## src/rtl/comp_pkg.sv

```systemverilog
// Shared types and defaults for the comp_core magnitude comparator.
// Result encoding used between the compare chain and the flag registers.
package comp_pkg;

    localparam int DEF_WIDTH = 4;
    localparam int DEF_CNT_W = 16;

    typedef enum logic [1:0] {
        RES_NONE = 2'd0,
        RES_L    = 2'd1,
        RES_E    = 2'd2,
        RES_S    = 2'd3
    } cmp_res_t;

    // gt and lt are mutually exclusive at the end of the chain; neither means equal
    function automatic cmp_res_t encode_res(input logic gt, input logic lt);
        cmp_res_t res;
        if (gt) begin
            res = RES_L;
        end else if (lt) begin
            res = RES_S;
        end else begin
            res = RES_E;
        end
        return res;
    endfunction

endpackage

```

## src/rtl/comp_slice.sv

```systemverilog
// One-bit cascade cell of the comparator chain. A decision made by a more
// significant cell (gt_in/lt_in) is passed through unchanged.
module comp_slice
    import comp_pkg::*;
(
    input  logic a_bit,
    input  logic b_bit,
    input  logic gt_in,
    input  logic lt_in,
    output logic gt_out,
    output logic lt_out
);

    // resolve at this bit only while no higher bit has decided
    always_comb begin
        gt_out = gt_in | (~lt_in & a_bit & ~b_bit);
        lt_out = lt_in | (~gt_in & ~a_bit & b_bit);
    end

endmodule

```

## src/rtl/comp_core.sv

```systemverilog
// Registered magnitude comparator producing one-hot L/E/S flags one cycle after in_valid.
// Optional saturating event counters are enabled by the macro COMP_EVENT_CNT_EN.
module comp_core
    import comp_pkg::*;
#(
    parameter int WIDTH      = DEF_WIDTH,
    parameter int SIGNED_CMP = 0,
    parameter int CNT_W      = DEF_CNT_W
) (
    input  logic             clk,
    input  logic             rst,
    input  logic             in_valid,
    input  logic [WIDTH-1:0] a,
    input  logic [WIDTH-1:0] b,
    output logic             L,
    output logic             E,
    output logic             S,
    output logic             out_valid,
    output logic [CNT_W-1:0] cnt_l,
    output logic [CNT_W-1:0] cnt_e,
    output logic [CNT_W-1:0] cnt_s
);

    logic [WIDTH:0] gt_s;
    logic [WIDTH:0] lt_s;
    cmp_res_t       res_s;
    logic           l_nxt_s;
    logic           e_nxt_s;
    logic           s_nxt_s;
    logic           l_r;
    logic           e_r;
    logic           s_r;
    logic           out_valid_r;

    assign gt_s[WIDTH] = 1'b0;
    assign lt_s[WIDTH] = 1'b0;

    // Chain runs MSB to LSB; swapping the sign bits makes a negative value lose.
    for (genvar i = 0; i < WIDTH; i++) begin : g_slice
        localparam bit SWAP = (SIGNED_CMP != 0) && (i == WIDTH - 1);
        logic a_bit_s;
        logic b_bit_s;

        assign a_bit_s = SWAP ? b[i] : a[i];
        assign b_bit_s = SWAP ? a[i] : b[i];

        comp_slice u_slice (
            .a_bit  (a_bit_s),
            .b_bit  (b_bit_s),
            .gt_in  (gt_s[i+1]),
            .lt_in  (lt_s[i+1]),
            .gt_out (gt_s[i]),
            .lt_out (lt_s[i])
        );
    end

    assign res_s = encode_res(gt_s[0], lt_s[0]);

    // decode chain result into the one-hot flag values to be registered
    always_comb begin
        l_nxt_s = 1'b0;
        e_nxt_s = 1'b0;
        s_nxt_s = 1'b0;
        case (res_s)
            RES_L:   l_nxt_s = 1'b1;
            RES_E:   e_nxt_s = 1'b1;
            RES_S:   s_nxt_s = 1'b1;
            default: begin
                l_nxt_s = 1'b0;
                e_nxt_s = 1'b0;
                s_nxt_s = 1'b0;
            end
        endcase
    end

    // flag and valid registers; flags hold when no new pair is accepted
    always_ff @(posedge clk) begin
        if (rst) begin
            l_r         <= 1'b0;
            e_r         <= 1'b0;
            s_r         <= 1'b0;
            out_valid_r <= 1'b0;
        end else if (in_valid) begin
            l_r         <= l_nxt_s;
            e_r         <= e_nxt_s;
            s_r         <= s_nxt_s;
            out_valid_r <= 1'b1;
        end else begin
            out_valid_r <= 1'b0;
        end
    end

    assign L         = l_r;
    assign E         = e_r;
    assign S         = s_r;
    assign out_valid = out_valid_r;

`ifdef COMP_EVENT_CNT_EN
    localparam logic [CNT_W-1:0] CNT_ONE = {{(CNT_W-1){1'b0}}, 1'b1};
    localparam logic [CNT_W-1:0] CNT_MAX = {CNT_W{1'b1}};

    logic [CNT_W-1:0] cnt_l_r;
    logic [CNT_W-1:0] cnt_e_r;
    logic [CNT_W-1:0] cnt_s_r;

    // saturating per-result event counters, updated alongside the flags
    always_ff @(posedge clk) begin
        if (rst) begin
            cnt_l_r <= {CNT_W{1'b0}};
            cnt_e_r <= {CNT_W{1'b0}};
            cnt_s_r <= {CNT_W{1'b0}};
        end else if (in_valid) begin
            if (l_nxt_s && (cnt_l_r != CNT_MAX)) begin
                cnt_l_r <= cnt_l_r + CNT_ONE;
            end else begin
                cnt_l_r <= cnt_l_r;
            end
            if (e_nxt_s && (cnt_e_r != CNT_MAX)) begin
                cnt_e_r <= cnt_e_r + CNT_ONE;
            end else begin
                cnt_e_r <= cnt_e_r;
            end
            if (s_nxt_s && (cnt_s_r != CNT_MAX)) begin
                cnt_s_r <= cnt_s_r + CNT_ONE;
            end else begin
                cnt_s_r <= cnt_s_r;
            end
        end else begin
            cnt_l_r <= cnt_l_r;
            cnt_e_r <= cnt_e_r;
            cnt_s_r <= cnt_s_r;
        end
    end

    assign cnt_l = cnt_l_r;
    assign cnt_e = cnt_e_r;
    assign cnt_s = cnt_s_r;
`else
    assign cnt_l = {CNT_W{1'b0}};
    assign cnt_e = {CNT_W{1'b0}};
    assign cnt_s = {CNT_W{1'b0}};
`endif

endmodule

```

## config.mk

```make
export PLATFORM = sky130hd
export DESIGN_NAME = comp_core
export DESIGN_NICKNAME = d
export VERILOG_FILES = /design/src/rtl/comp_pkg.sv /design/src/rtl/comp_slice.sv /design/src/rtl/comp_core.sv
export SDC_FILE = /design/constraint.sdc
export NUM_CORES = 1
export LEC_CHECK = 0
export CORE_MARGIN = 1.5
export CORE_UTILIZATION = 29
export DETAILED_ROUTE_END_ITERATION = 10
export HOLD_SLACK_MARGIN = 0.15
export PLACE_DENSITY = 0.9
export SLEW_MARGIN = 20
export SYNTH_ARGS = -nofsm -noshare
export SYNTH_HDL_FRONTEND = slang
export SYNTH_SLANG_ARGS = --single-unit
```

## constraint.sdc

```tcl
create_clock -name clk -period 1.2 [get_ports clk]
set_input_delay 0.36 -clock clk [delete_from_list [all_inputs] [get_ports clk]]
set_output_delay 0.36 -clock clk [all_outputs]
set_load 0.01 [all_outputs]
```

==> results.yml <==
status:
  status: "complete, no violations"
clocking:
  cts.sinks: 4
  htreeDepth: 1
  root_buffer: "clkbuf_4"
  worstSkewPairLatency_ns: 0.23
  clk_pin_slew_ns: 0.04
  cts_tree: "built"
  clk_path_buf_depth: 2
  cts_buffers: 3
  cts_setup_buffers: 0
synthesis:
  synth_common_cells: "buf_4 (48), dfxtp_1 (4), nand2b_1 (4), nand4_1 (3), nor2b_2 (2)"
  synthFlopType: "dfxtp_1"
  ys_ff_latch: 4
  synth_async_sr_flop_share: 0
  yosysTopAreaCell: "buf_4"
  postSynthCellCount: 79
  syn_area_um2: 636.9
  synth_top_cell_area_share: 0.5658
  synth.yosys.seq_area_share: 0.1257
  synth_cell_types: 23
  synth_area_leaders: "buf_4 (57%), dfxtp_1 (13%), nand2b_1 (3.9%), nand4_1 (2.9%), nor2b_2 (2.8%)"
  ys_warn_count: 0
  yosysMostFrequentCell: "buf_4"
  synth-edff-count: 0
  post_synth.cell_area_avg_um2: 8.062
sta:
  max_freq_mhz: 852.4
  fin_crit_ns: 1.173
  setup_viol: 0
  totalNegativeSetupSlack_ns: 0
  rsz0062_at_grt: "no"
  finalHoldViolCount: 0
  worst_slack_ns: 0.02689
  finClkSkew_ns: 0
  hold_ws_ns: 0.4388
  period_share: 0.9776
  drv_slew: 0
placed_design:
  place_congestion: 0.7054
  hpwl_um: 770
  place_inst: 123
  place_area_um2: 656.9
  dp_slack_ns: -0.4361
  port_buffers: 14
detailed_routing:
  first_pass_iters: 4
  ant_nets: 0
  vias: 434
  drc_errors: 0
  wl_per_cell_um: 6.984
  drt_iter0_markers: 2
  drt-vias-per-instance: 3.444
  wirelength_um: 880
floorplanning:
  num_io_pins: 63
  fp.dieW_um: 49.86
  die_y_um: 49.86
  core-area_um2: 2022
  dieArea_um2: 2486
  initial_utilization: 0.3150
  rows: 16
global_route:
  grt_pass1_wl_um: 1179
  grt_start_max_net_pins: 6
  grt_pass1_vias: 296
  grt-ovfl-total: 0
  antenna_found_initial: 0
  grt_usage: 0.06586
min_path:
  min-delay-path-class: "in2reg"
worst_setup_path:
  crit_chain: "dlygate4sd2_1, nand2b_4, maj3_2, a21oi_1, o32ai_1"
  slowest_delay_ns: 0.30
  worst_ep_required_time_ns: 1.31
  crit_type: "in2reg"
  critical_path_peak_fanout: 3
  critical_path.startpoint_type: "input port"
  worst_ep_arrival_time_ns: 1.29
  critical_path.top_delay_family: "adder cells"
  cp_num_buf_inv: 1
  crit_slowest_cell: "maj3_2"
  worst_setup_path_end_kind: "register"
finish:
  areaGrowthSynthToFinish_pct: 11.59
  drive_gt1_frac: 0.2020
  nets: 112
  n_antenna_cell: 0
  stdcell_area_um2: 710.7
  finalNonFillerCells: 126
power:
  leakagePower_nw: 0.4002
  vdd_drop_max_v: 0.0003422
  cellPowerDensity_nw_per_um2: 702.4
run:
  maxCapViolations: 0
## sequential cells by signal, indices dropped and copies added (netlist names)
| signal | count |
|---|---|
| out_valid | 1 |
| L | 1 |
| S | 1 |
| E | 1 |
## worst paths after layout
kind	from	to	slack, ns	cells after the start
worst max-delay path	b[1]	E	0.03	5
worst max register to register	S	S	0.47	2
worst min register to register	E	E	0.49	2
worst min-delay path	in_valid	out_valid	0.44	2
## where the power goes
part	switching [W]	total [W]	internal, W
Sequential	0.00000293	0.000145	0.000142
Clock	0.0000500	0.000161	0.000112
Combinational	0.000122	0.000193	0.0000711
Total	0.000175	0.000499	0.000325
## per-stage QoR
step / total power [W] / util
after floorplan: 0.0003783 / -
after global placement: 0.0003342 / 0.3249
after detailed placement: 0.0003361 / 0.3249
after CTS: 0.0005028 / 0.3441
after global routing: 0.0005421 / 0.3515
final: 0.0004992 / 0.3515
## layout by cell type (no fill, tap or decap), types with 2 or more instances in the layout
cell type        count
buf_4                4
clkbuf_4             3
clkdlybuf4s15_1      3
clkdlybuf4s50_1      2
conb_1              48
dfxtp_1              4
dlygate4sd2_1        6
dlymetal6s2s_1       2
nand2b_1             3
nand2b_4             3
nand4_1              3
nor2b_2              2
## layout make-up
cell class	instances	area [um2]
Fill cell	228	1311
Multi-Input combinational cell	73	407.9
Timing Repair Buffer	18	162.7
Sequential cell	4	80.08
Tap cell	27	33.78
Clock buffer	3	22.52
Inverter	1	3.754
## kinds of logic after synthesis
group	count (synthesis)	synth area share
other	1	0.005888
buffers and inverters	49	0.5717
and+or+nand+nor	17	0.1866
adders and majority gates	1	0.01768
AOI/OAI and AO/OA	7	0.09234
DFF	4	0.1257
## worst register-to-register path, delay by kind of cell (launching register included)
family	cells	cell delay, ns
compound gates	1	0.19
flops	1	0.29
simple gates	1	0.13
## layer usage
metal	GRT usage	wire length (um)
met5	0	0
met2	0.1022	475
met1	0.06654	299
met3	0.03939	94
met4	0.04167	11
## what timing repair did
action                                 CTS  global route
resized for setup                       16             9
pin swaps                                3             2
hold buffers                             0             0
setup endpoints to repair                7             5
endpoints found under the hold margin    0             0
No activity file was read; power rests on OpenSTA's default activity.
